[src/rtl/theta_pkg.sv]
// theta_pkg
// Shared definitions for the slice-serial theta stage.
//   SLICE_W       : bits per slice (5x5 lanes, bit index 5*y + x)
//   DEPTH         : slices per state
//   ADDR_W        : slice address width
//   theta_state_t : controller states
//   bit_idx(x,y)  : position of lane (x,y) inside a slice
package theta_pkg;

  localparam int SLICE_W = 25;
  localparam int DEPTH   = 64;
  localparam int ADDR_W  = 6;
  localparam int LANES   = 5;

  typedef enum logic [2:0] {
    IDLE  = 3'd0,
    PRIME = 3'd1,
    RUN   = 3'd2,
    DRAIN = 3'd3,
    DONE  = 3'd4
  } theta_state_t;

  function automatic int bit_idx(input int x, input int y);
    return LANES * y + x;
  endfunction

endpackage

[src/rtl/theta_stage_slice_comb.sv]
// theta_slice_comb
// Purely combinational theta for one slice.
// Ports:
//   slice    [25] in  : slice z, bit index 5*y + x
//   prev_par [5]  in  : column parity of slice z-1
//   out      [25] out : theta-mixed slice z
//   par      [5]  out : column parity of slice z (becomes prev_par for z+1)
module theta_slice_comb
  import theta_pkg::*;
(
  input  logic [SLICE_W-1:0] slice,
  input  logic [LANES-1:0]   prev_par,
  output logic [SLICE_W-1:0] out,
  output logic [LANES-1:0]   par
);

  always_comb begin
    par = '0;
    out = '0;
    for (int x = 0; x < LANES; x++) begin
      for (int y = 0; y < LANES; y++) begin
        par[x] = par[x] ^ slice[bit_idx(x, y)];
      end
    end
    // Left neighbour column from this slice, right neighbour column from z-1.
    for (int x = 0; x < LANES; x++) begin
      for (int y = 0; y < LANES; y++) begin
        out[bit_idx(x, y)] = slice[bit_idx(x, y)]
                           ^ par[(x + 4) % LANES]
                           ^ prev_par[(x + 1) % LANES];
      end
    end
  end

endmodule

[src/rtl/theta_stage.sv]
// theta_stage
// Slice-serial theta step: reads one slice per cycle from the upstream
// memory and writes theta-mixed slices downstream, one 64-slice pass per
// start pulse. Slice 63 is read first so its parity is available when
// slice 0 is processed.
// Optional feature macro: THETA_BYPASS_EN adds the bypass port; a pass
// started with bypass high copies rd_data to wr_data unchanged.
// Ports:
//   clk      in  : rising-edge clock
//   rst      in  : synchronous active-high reset
//   start    in  : begin a pass (only honoured in IDLE)
//   rd_addr  out : upstream slice address (synchronous read, data next cycle)
//   rd_data  in  : slice for the previous cycle's rd_addr
//   wr_en    out : downstream write strobe
//   wr_addr  out : downstream slice index
//   wr_data  out : theta-mixed slice
//   busy     out : high in every state except IDLE
//   done     out : one-cycle pulse after the last write
//   bypass   in  : (THETA_BYPASS_EN only) copy mode, latched with start
//
// state | meaning
// IDLE  | waiting for start
// PRIME | rd_addr=63 issued so slice 63 parity can seed the wrap
// RUN   | rd_addr 0..63 issued; first data cycle only latches parity
// DRAIN | writes slice 63, then one cycle for the write to retire
// DONE  | done pulse visible; back to IDLE
module theta_stage #(
  parameter int SLICE_W = theta_pkg::SLICE_W,
  parameter int DEPTH   = theta_pkg::DEPTH
) (
  input  logic                       clk,
  input  logic                       rst,
  input  logic                       start,
  output logic [$clog2(DEPTH)-1:0]   rd_addr,
  input  logic [SLICE_W-1:0]         rd_data,
  output logic                       wr_en,
  output logic [$clog2(DEPTH)-1:0]   wr_addr,
  output logic [SLICE_W-1:0]         wr_data,
  output logic                       busy,
`ifdef THETA_BYPASS_EN
  input  logic                       bypass,
`endif
  output logic                       done
);

  import theta_pkg::*;

  localparam int AW = $clog2(DEPTH);
  localparam logic [AW-1:0] LAST_ADDR = AW'(DEPTH - 1);

  theta_state_t        state;
  logic [AW-1:0]       wr_ptr;
  logic [LANES-1:0]    prev_par;
  logic                drain_last;
  logic [SLICE_W-1:0]  slice_out;
  logic [LANES-1:0]    slice_par;
  logic [SLICE_W-1:0]  wr_next;

  theta_slice_comb u_comb (
    .slice    (rd_data),
    .prev_par (prev_par),
    .out      (slice_out),
    .par      (slice_par)
  );

`ifdef THETA_BYPASS_EN
  logic bypass_q;
  assign wr_next = bypass_q ? rd_data : slice_out;
`else
  assign wr_next = slice_out;
`endif

  always_ff @(posedge clk) begin
    if (rst) begin
      state      <= IDLE;
      rd_addr    <= '0;
      wr_en      <= 1'b0;
      wr_addr    <= '0;
      wr_data    <= '0;
      wr_ptr     <= '0;
      prev_par   <= '0;
      drain_last <= 1'b0;
      busy       <= 1'b0;
      done       <= 1'b0;
`ifdef THETA_BYPASS_EN
      bypass_q   <= 1'b0;
`endif
    end else begin
      wr_en <= 1'b0;
      done  <= 1'b0;
      case (state)
        IDLE: begin
          if (start) begin
            state   <= PRIME;
            rd_addr <= LAST_ADDR;
            wr_ptr  <= '0;
            busy    <= 1'b1;
`ifdef THETA_BYPASS_EN
            bypass_q <= bypass;
`endif
          end
        end
        PRIME: begin
          state   <= RUN;
          rd_addr <= '0;
        end
        RUN: begin
          // rd_data holds slice rd_addr-1; at rd_addr==0 it is slice 63,
          // which only seeds the parity register.
          if (rd_addr != '0) begin
            wr_en   <= 1'b1;
            wr_addr <= wr_ptr;
            wr_data <= wr_next;
            wr_ptr  <= wr_ptr + 1'b1;
          end
          prev_par <= slice_par;
          if (rd_addr == LAST_ADDR) begin
            state      <= DRAIN;
            drain_last <= 1'b0;
          end else begin
            rd_addr <= rd_addr + 1'b1;
          end
        end
        DRAIN: begin
          if (!drain_last) begin
            // rd_addr is held at 63, so rd_data is still slice 63.
            wr_en      <= 1'b1;
            wr_addr    <= wr_ptr;
            wr_data    <= wr_next;
            wr_ptr     <= wr_ptr + 1'b1;
            prev_par   <= slice_par;
            drain_last <= 1'b1;
          end else begin
            state <= DONE;
            done  <= 1'b1;
          end
        end
        DONE: begin
          state <= IDLE;
          busy  <= 1'b0;
        end
        default: begin
          state <= IDLE;
          busy  <= 1'b0;
        end
      endcase
    end
  end

endmodule

[config.mk]
export PLATFORM = sky130hd
export DESIGN_NAME = theta_stage
export DESIGN_NICKNAME = d
export VERILOG_FILES = /design/src/rtl/theta_pkg.sv /design/src/rtl/theta_stage_slice_comb.sv /design/src/rtl/theta_stage.sv
export SDC_FILE = /design/constraint.sdc
export NUM_CORES = 1
export LEC_CHECK = 0
export CORE_MARGIN = 2
export CORE_UTILIZATION = 50
export CTS_BUF_LIST = sky130_fd_sc_hd__clkbuf_2 sky130_fd_sc_hd__clkbuf_4 sky130_fd_sc_hd__clkbuf_8
export DETAILED_ROUTE_END_ITERATION = 6
export HOLD_SLACK_MARGIN = 0.06
export PLACE_DENSITY = 0.86
export SLEW_MARGIN = 20
export SYNTH_ARGS = -nofsm -noshare
export SYNTH_HDL_FRONTEND = slang
export SYNTH_SLANG_ARGS = --single-unit
[constraint.sdc]
create_clock -name clk -period 3.2 [get_ports clk]
set_input_delay 0.64 -clock clk [delete_from_list [all_inputs] [get_ports clk]]
set_output_delay 0.64 -clock clk [all_outputs]
set_load 0.03 [all_outputs]
[Word-level counts from Yosys, hierarchy flattened]
Index checks and enable logic that the tools add are counted.
Word-level totals
  flip-flop bits (word level): 55
  memories: 0
  input port bits: 28
  word-level logic and storage cells: 135
  latch bits: 0
  bits in writable memories: 0
  output and inout bits: 40
  memory bits (read-only): 0
Operators by class
  mux-type cells: 27
  add/subtract/negate cells: 2
  reduce and logical (&&, ||, !) cells: 14
  shift operators: 0
  bitwise gates (word level): 72
  multipliers: 0
  eq/ne operators: 10
  order comparisons: 0
  divide/modulo/power cells: 0
Operators with widths (count)
  $xor 1x1->1: 70
  $mux 25: 2
  $pmux 25 s2: 1
  $mux 6: 7
  $pmux 6 s3: 2
  $add 6x1->6 const B: 2
  $ne 2x2->1 const B: 6
  $pmux 3 s4: 1
  $pmux 6 s2: 1
  $pmux 5 s2: 1
  $mux 3: 3
  $reduce_and 3->1: 3
  $eq 3x2->1 const B: 2
  $eq 6x6->1 const B: 1
  $pmux 1 s2: 3
  $reduce_and 2->1: 3
  $reduce_bool 3->1: 2
  $reduce_bool 6->1: 1
  $mux 1: 5
  $mux 5: 1
  $reduce_and 4->1: 1
  $eq 3x1->1 const B: 1
  $logic_not 3->1: 1
  $reduce_or 3->1: 1
  3 further kinds: 4

[Longest topological paths before layout]
Gate-level depths: netlist (run 1).
  depth after elaboration: 8
  mapped depth: 9
  depth with buffers taken out: 6

[By module]
Synthesis (run 1) repeated with hierarchy kept, for this count alone.
Second synthesis, totals
  cell total of the unflattened synthesis: 322
  area total of the unflattened synthesis: 2876.5 µm²
By module, submodules not included
  theta_stage: instances 1, seq. area each 1101.1 µm², area an instance 2263.4 µm², cells each 275
  theta_slice_comb: instances 1, seq. area each 0.0 µm², area an instance 613.1 µm², cells each 47

[Least setup slack after synthesis (run 1)]
OpenSTA, ideal clock, no wires.
  kind: register -> register
  start point: register rd_addr[0]
  end point: register wr_data[10]
  data arrival time: 2.119 ns
  clock period less this slack: 2.236 ns
  buffers on the path: 3
  library setup time: 0.117 ns
  setup slack: 0.964 ns
  stages on the path, launching flop included: 10
  data required time: 3.083 ns
  cells stage by stage: dfxtp_1 inv_1 ha_1 or4b_1 o311a_1 buf_6 and2_4 buf_6 buf_6 a22o_1
On the way
  longest elaborated chain between the ends: 3
RTL lines
  start: declaration: RTL line theta_stage.sv:34  | output logic [$clog2(DEPTH)-1:0] rd_addr,
  start signal: assignment: RTL line theta_stage.sv:121  | rd_addr <= rd_addr + 1'b1;
  $reduce_bool 6->1: RTL line theta_stage.sv:110  | if (rd_addr != '0) begin
  $ne 2x2->1 (no source line)
  $reduce_and 3->1 (no source line)
  end signal: assignment: RTL line theta_stage.sv:113  | wr_data <= wr_next;
  end signal: assignment: RTL line theta_stage.sv:129  | wr_data <= wr_next;
  end: declaration: RTL line theta_stage.sv:38  | output logic [SLICE_W-1:0] wr_data,
Every way passes these cells.
A chain may end at the register's enable or synchronous reset.

[Final worst setup path (run 1)]
  start point: register rd_addr[0]
  end point: register wr_data[12]
Same word-level chain as after synthesis.

==> results.cfg, run 1 <==
[detailed_routing]
drt-initial-drc-count = 196
first_pass_iters = 5
routed_wl_um = 6527
ant_nets = 0
num_vias = 2228
viasPerCell = 5.501
drc = 0
wl_per_cell_um = 16.12

[worst_setup_path]
cp-end-kind = flip-flop
path_delay_family = simple AND/OR/NAND/NOR gates
critPathLaunch = rd_addr[0]
r2r_start = rd_addr[0]
critPathBufInv = 1
cp_cell_sequence = inv_1, ha_1, or4b_1, o311a_1, nor2_4, a22o_1
crit_slowest_cell = nor2_4
critical_path_depth = 6
r2r_slack_ns = 0.77
max_stage_delay_ns = 0.53
start_kind = flip-flop
reg2reg_depth = 6
timing.rr.end = wr_data[12]
cp_max_fo = 25
endpoint = wr_data[12]
crit_type = flip-flop to flip-flop
cp_data_required_time_ns = 3.45
cp.arrival_ns = 2.69

[synth]
synth_warnings = 0
synth_common_cells = 55 x dfxtp_1, 30 x xor2_1, 25 x a22o_1, 13 x mux2i_1, 13 x nor2_1
synth.area.top_cells = dfxtp_1 39%, xor2_1 9.3%, a22o_1 7.8%, mux2i_1 4.6%, xor3_1 4.2%
synth_fa_ha_area_share_pct = 1.330
syn_inst = 274
yosysMostFrequentCell = dfxtp_1
synth_compound_area_share_pct = 18.27
synth_top_area_share_pct = 39.02
synth-simple-area-share_pct = 12.33
syn_area_sq_mm = 0.002821
synth_edf_count = 0
postSynthNetCount = 305
ys.flop_type = dfxtp_1
yosysSeqAreaShare_pct = 39.02
syn_area_per_cell_sq_um = 10.30
synth.distinct_cells = 50
ys_ff_latch = 55
async_reset_ff_share_pct = 0
synthMuxAreaShare_pct = 4.612
yosys.area.top_type = dfxtp_1
synth_top_family_by_area = XOR/XNOR gates
synth-xor-area-share_pct = 19.38

[clocking]
cts-buffers-inserted = 5
hold_buffers = 0
insertion_delay_ns = 0.31
h-tree-depth = 2
clock-sinks = 55
cts_tree = done
postCtsSetupRepairBufs = 0
cts-root-buf = clkbuf_8
clk_path_buf_depth = 2
cts_resized = 0
clk_pin_slew_worst_paths_ns = 0.10

[timing]
fin_setup_tns_ns = 0
setup_viol = 0
finalCritPeriodShare_pct = 76.01
skew_ns = 0.008661
tightest_slew_ns = 0.8224
hold_viol = 0
grt_setup_unrepaired = no
slew_viol_final = 0
fmax_ghz = 0.4111
post-route-min-period_ns = 2.432
slew_headroom_pct = 44.31

[worst_hold_path]
hp-class = flip-flop to flip-flop

[job]
cap_violations = 0

[floorplanning]
die-area_sq_mm = 0.006260
rows = 27
coreArea_sq_mm = 0.005473
initial_core_util_pct = 51.55
ios = 68
die_h_um = 79.12
die_w_um = 79.12

[placed_design]
post-dp-hpwl_um = 4722
portBuffers = 67
place.gp.congestion = 0.8546

[cells_and_area]
fin_util_pct = 65.68
num_antenna_cells = 0
layout-drive-gt1-share_pct = 4.505
nets = 363
area_growth_pct = 27.41

[pwr]
power_density_mw_per_mm2 = 524.8
vdd_drop_max_uv = 214.8
power_mw = 1.887
p_leak_nw = 1.404

[global_routing]
grt_max_degree = 27
busiest_layer = met2
use_met1_pct = 29.28
grt_pass1_wl_um = 10670
antenna_found_initial = 0
groute.layer.met3.usage_pct = 3.068
grt_pass1_vias = 2160
grt_usage_pct = 21.81
grt_util_met2_pct = 36.02
grt_overflow = 0

[outcome]
status = finished clean
==> worst min path at each step <==
stage | startpoint | end | slack, ns | cells past startpoint
floorplan | wr_ptr[1] | wr_ptr[1] | 0.46 | 2
global placement | wr_data[19] | wr_data[19] | 0.46 | 1
detailed placement | wr_data[20] | wr_data[20] | 0.47 | 1
CTS | wr_data[7] | wr_data[7] | 0.49 | 1
global route | wr_data[7] | wr_data[7] | 0.51 | 1
finish | wr_data[8] | wr_data[8] | 0.49 | 1
==> logic make-up after synthesis <==
family	count (synthesis)
fa+ha+maj	3
mux	13
simple gates	63
flops	55
buf+inv	29
xor+xnor	46
compound gates	65
==> per-layer routing <==
layer,routed length (um),up-vias
li1,-,1114
met1,2861,1047
met2,3255,57
met3,310,10
met4,99,0
met5,0,-
==> layout make-up <==
cell class / count / area, sq um
clock buffer: 7 / 90.09
clock inverter: 1 / 8.758
fill: 463 / 1878
inverter: 11 / 41.29
multi-input combinational: 190 / 1578
sequential: 55 / 1101
tap: 72 / 90.09
timing repair buffer: 69 / 685.7
==> sequential cells by signal (all words and copies together) (netlist names) <==
| name | cells |
|---|---|
| prev_par | 5 |
| rd_addr | 6 |
| wr_en | 1 |
| wr_data | 25 |
| drain_last | 1 |
| wr_addr | 6 |
| wr_ptr | 6 |
| busy | 1 |
| state | 3 |
| done | 1 |
==> where the power goes <==
part	switching, mW	total, mW	internal [mW]
clock	0.218	0.404	0.186
sequential	0.0524	0.801	0.748
combinational	0.372	0.682	0.310
==> through the flow <==
stage                     cell area, sq um  hold WS (ns)  std cells  setup slack, ns
after floorplan                       2821        0.4599        274           0.9642
after global placement                3496        0.4610        397           0.7009
after detailed placement              3496        0.4675        397           0.6402
after CTS                             3595        0.4922        405           0.7426
after global routing                  3595        0.5062        405           0.5760
final                                 3595        0.4859        405           0.7677
==> cells in the final DEF, fill, tap and decap left out, types with 5 or more instances in the layout <==
cell type / netlist / layout
clkdlybuf4s50_1: 0 / 67
mux2i_1: 13 / 13
dfxtp_1: 55 / 55
nand4_1: 6 / 6
nor2_1: 13 / 13
nand2_1: 11 / 11
and2_1: 5 / 5
xor3_1: 5 / 5
a22o_1: 25 / 25
clkbuf_8: 0 / 6
xnor3_1: 5 / 5
inv_1: 11 / 11
xor2_1: 30 / 30
nor3_1: 5 / 5
a211oi_1: 6 / 6
xnor2_1: 6 / 6
a21oi_1: 5 / 5
(Power assumes the default switching activity.)
==> run 2, diff against run 1 <==
--- a/config.mk
+++ b/config.mk
@@ -6,11 +6,11 @@
 export NUM_CORES = 1
 export LEC_CHECK = 0
 export CORE_MARGIN = 2
-export CORE_UTILIZATION = 50
+export CORE_UTILIZATION = 46
 export CTS_BUF_LIST = sky130_fd_sc_hd__clkbuf_2 sky130_fd_sc_hd__clkbuf_4 sky130_fd_sc_hd__clkbuf_8
 export DETAILED_ROUTE_END_ITERATION = 6
 export HOLD_SLACK_MARGIN = 0.06
-export PLACE_DENSITY = 0.86
+export PLACE_DENSITY = 0.84
 export SLEW_MARGIN = 20
 export SYNTH_ARGS = -nofsm -noshare
 export SYNTH_HDL_FRONTEND = slang
==> constraint.sdc (replaced) <==
create_clock -name clk -period 2 [get_ports clk]
set_input_delay 0.4 -clock clk [delete_from_list [all_inputs] [get_ports clk]]
set_output_delay 0.4 -clock clk [all_outputs]
set_load 0.03 [all_outputs]
==> results.cfg, run 2 (same netlist as run 1, synthesis figures left out) <==
[timing]
post-route-min-period_ns = 1.925
setup_viol = 0
finalCritPeriodShare_pct = 96.24
hold_viol = 0
slew_headroom_pct = 68.18
grt_setup_unrepaired = no
fin_ws_ns = 0.07518
slew_viol_final = 0
tightest_slew_ns = 0.4766
skew_ns = 0.01206
fin_setup_tns_ns = 0
fmax_ghz = 0.5195
holdWs_ns = 0.4831

[worst_setup_path]
cp-end-kind = flip-flop
start_kind = primary input
cp_cell_sequence = clkdlybuf4s50_1, xor3_1, xor3_2, xor2_1, a22o_1
critPathBufInv = 1
path_delay_family = XOR/XNOR gates
max_stage_delay_ns = 0.50
cp_data_required_time_ns = 2.22
crit_type = primary input to flip-flop
cp.arrival_ns = 2.14
cp_max_fo = 5
crit_slowest_cell = xor3_1

[outcome]
status = finished clean

[worst_hold_path]
hp-class = flip-flop to flip-flop

[detailed_routing]
num_vias = 2490
wl_per_cell_um = 15.87
first_pass_iters = 4
routed.top_layer = met4
ant_nets = 0
wl_met3_um = 402
wl_met1_um = 3178
drt-initial-drc-count = 164
routed_wl_um = 7238
wl_met2_um = 3521
viasPerCell = 5.461
drc = 0

[global_routing]
grt_max_degree = 26
grt_pass1_wl_um = 11490
grt_overflow = 0
antenna_found_initial = 0
grt_pass1_vias = 2430
grt_usage_pct = 22.07

[cells_and_area]
regMostFlops = wr_data
final_common_cell = clkdlybuf4s50_1
num_antenna_cells = 0
layout_common_cells = 67 x clkdlybuf4s50_1, 52 x dfxtp_1, 48 x buf_4
fin_area_sq_mm = 0.003999
finalNonFillerCells = 456
largest_reg_flops = 25
fin_util_pct = 67.54
nFillCells = 443
layout-drive-gt1-share_pct = 18.64
nets = 411
area_growth_pct = 41.73

[clocking]
clock-sinks = 55
cts-buffers-inserted = 5
cts_tree = done
insertion_delay_ns = 0.32
clk_pin_slew_worst_paths_ns = 0.10
clk_path_buf_depth = 2
cts-root-buf = clkbuf_8
h-tree-depth = 2

[pwr]
p_leak_nw = 1.646
power_mw = 3.202
power_density_mw_per_mm2 = 800.7
vdd_drop_max_uv = 432.8

[floorplanning]
initial_core_util_pct = 47.65
die-area_sq_mm = 0.006776
rows = 28
die_w_um = 82.32
ios = 68
die_h_um = 82.32
coreArea_sq_mm = 0.005921

[placed_design]
post-dp-hpwl_um = 5308
portBuffers = 67
dp_cells = 447
place.gp.congestion = 0.8527
dpl_cell_area_sq_mm = 0.003874
post-place-ws_ns = -0.2907

[job]
cap_violations = 0
## run 2: worst register-to-register path, delay by kind of cell (launching register included)
kind / cells / cell delay [ns]
compound gates: 2 / 0.54
buf+inv: 2 / 0.25
flops: 1 / 0.35
simple gates: 2 / 0.60
fa+ha+maj: 1 / 0.14
## run 2: routing by layer
layer,up-vias,GRT usage [%]
met3,12,4.348
met2,73,34.76
met4,0,8.833
met1,1190,29.67
met5,-,0
li1,1215,-
## run 2: layout make-up
type                            count  area, sq um  share of cell area [%]
Multi-Input combinational cell    191         1604                   40.11
Clock inverter                      1        8.758                  0.2190
Tap cell                           75        93.84                   2.347
Clock buffer                        7        90.09                   2.253
Timing Repair Buffer              116         1051                   26.28
Inverter                           11        41.29                   1.033
Sequential cell                    55         1110                   27.75
## run 2: path summary, 6_finish.rpt
kind	startpoint	endpoint	slack, ns	cells past startpoint
hold / removal	wr_data[8]	wr_data[8]	0.48	1
setup / recovery	rd_data[6]	wr_data[2]	0.08	5
hold reg to reg	wr_data[8]	wr_data[8]	0.48	1
setup reg to reg	rd_addr[1]	wr_data[18]	0.09	7
## run 2: what timing repair did
item | 4_1_cts | 5_1_grt
pin swaps | 1 | 0
endpoints found under the setup margin | 25 | 33
hold buffers | 0 | 0
cloned | 1 | 0
gates resized for setup | 2 | 3
setup buffers | 0 | 0
## run 2: report_power, final
group          internal (mW)  switching, mW  total (mW)  leakage, nW
clock network          0.298          0.364       0.662       0.0519
logic                  0.623          0.641        1.26         1.14
registers               1.20         0.0750        1.27        0.450
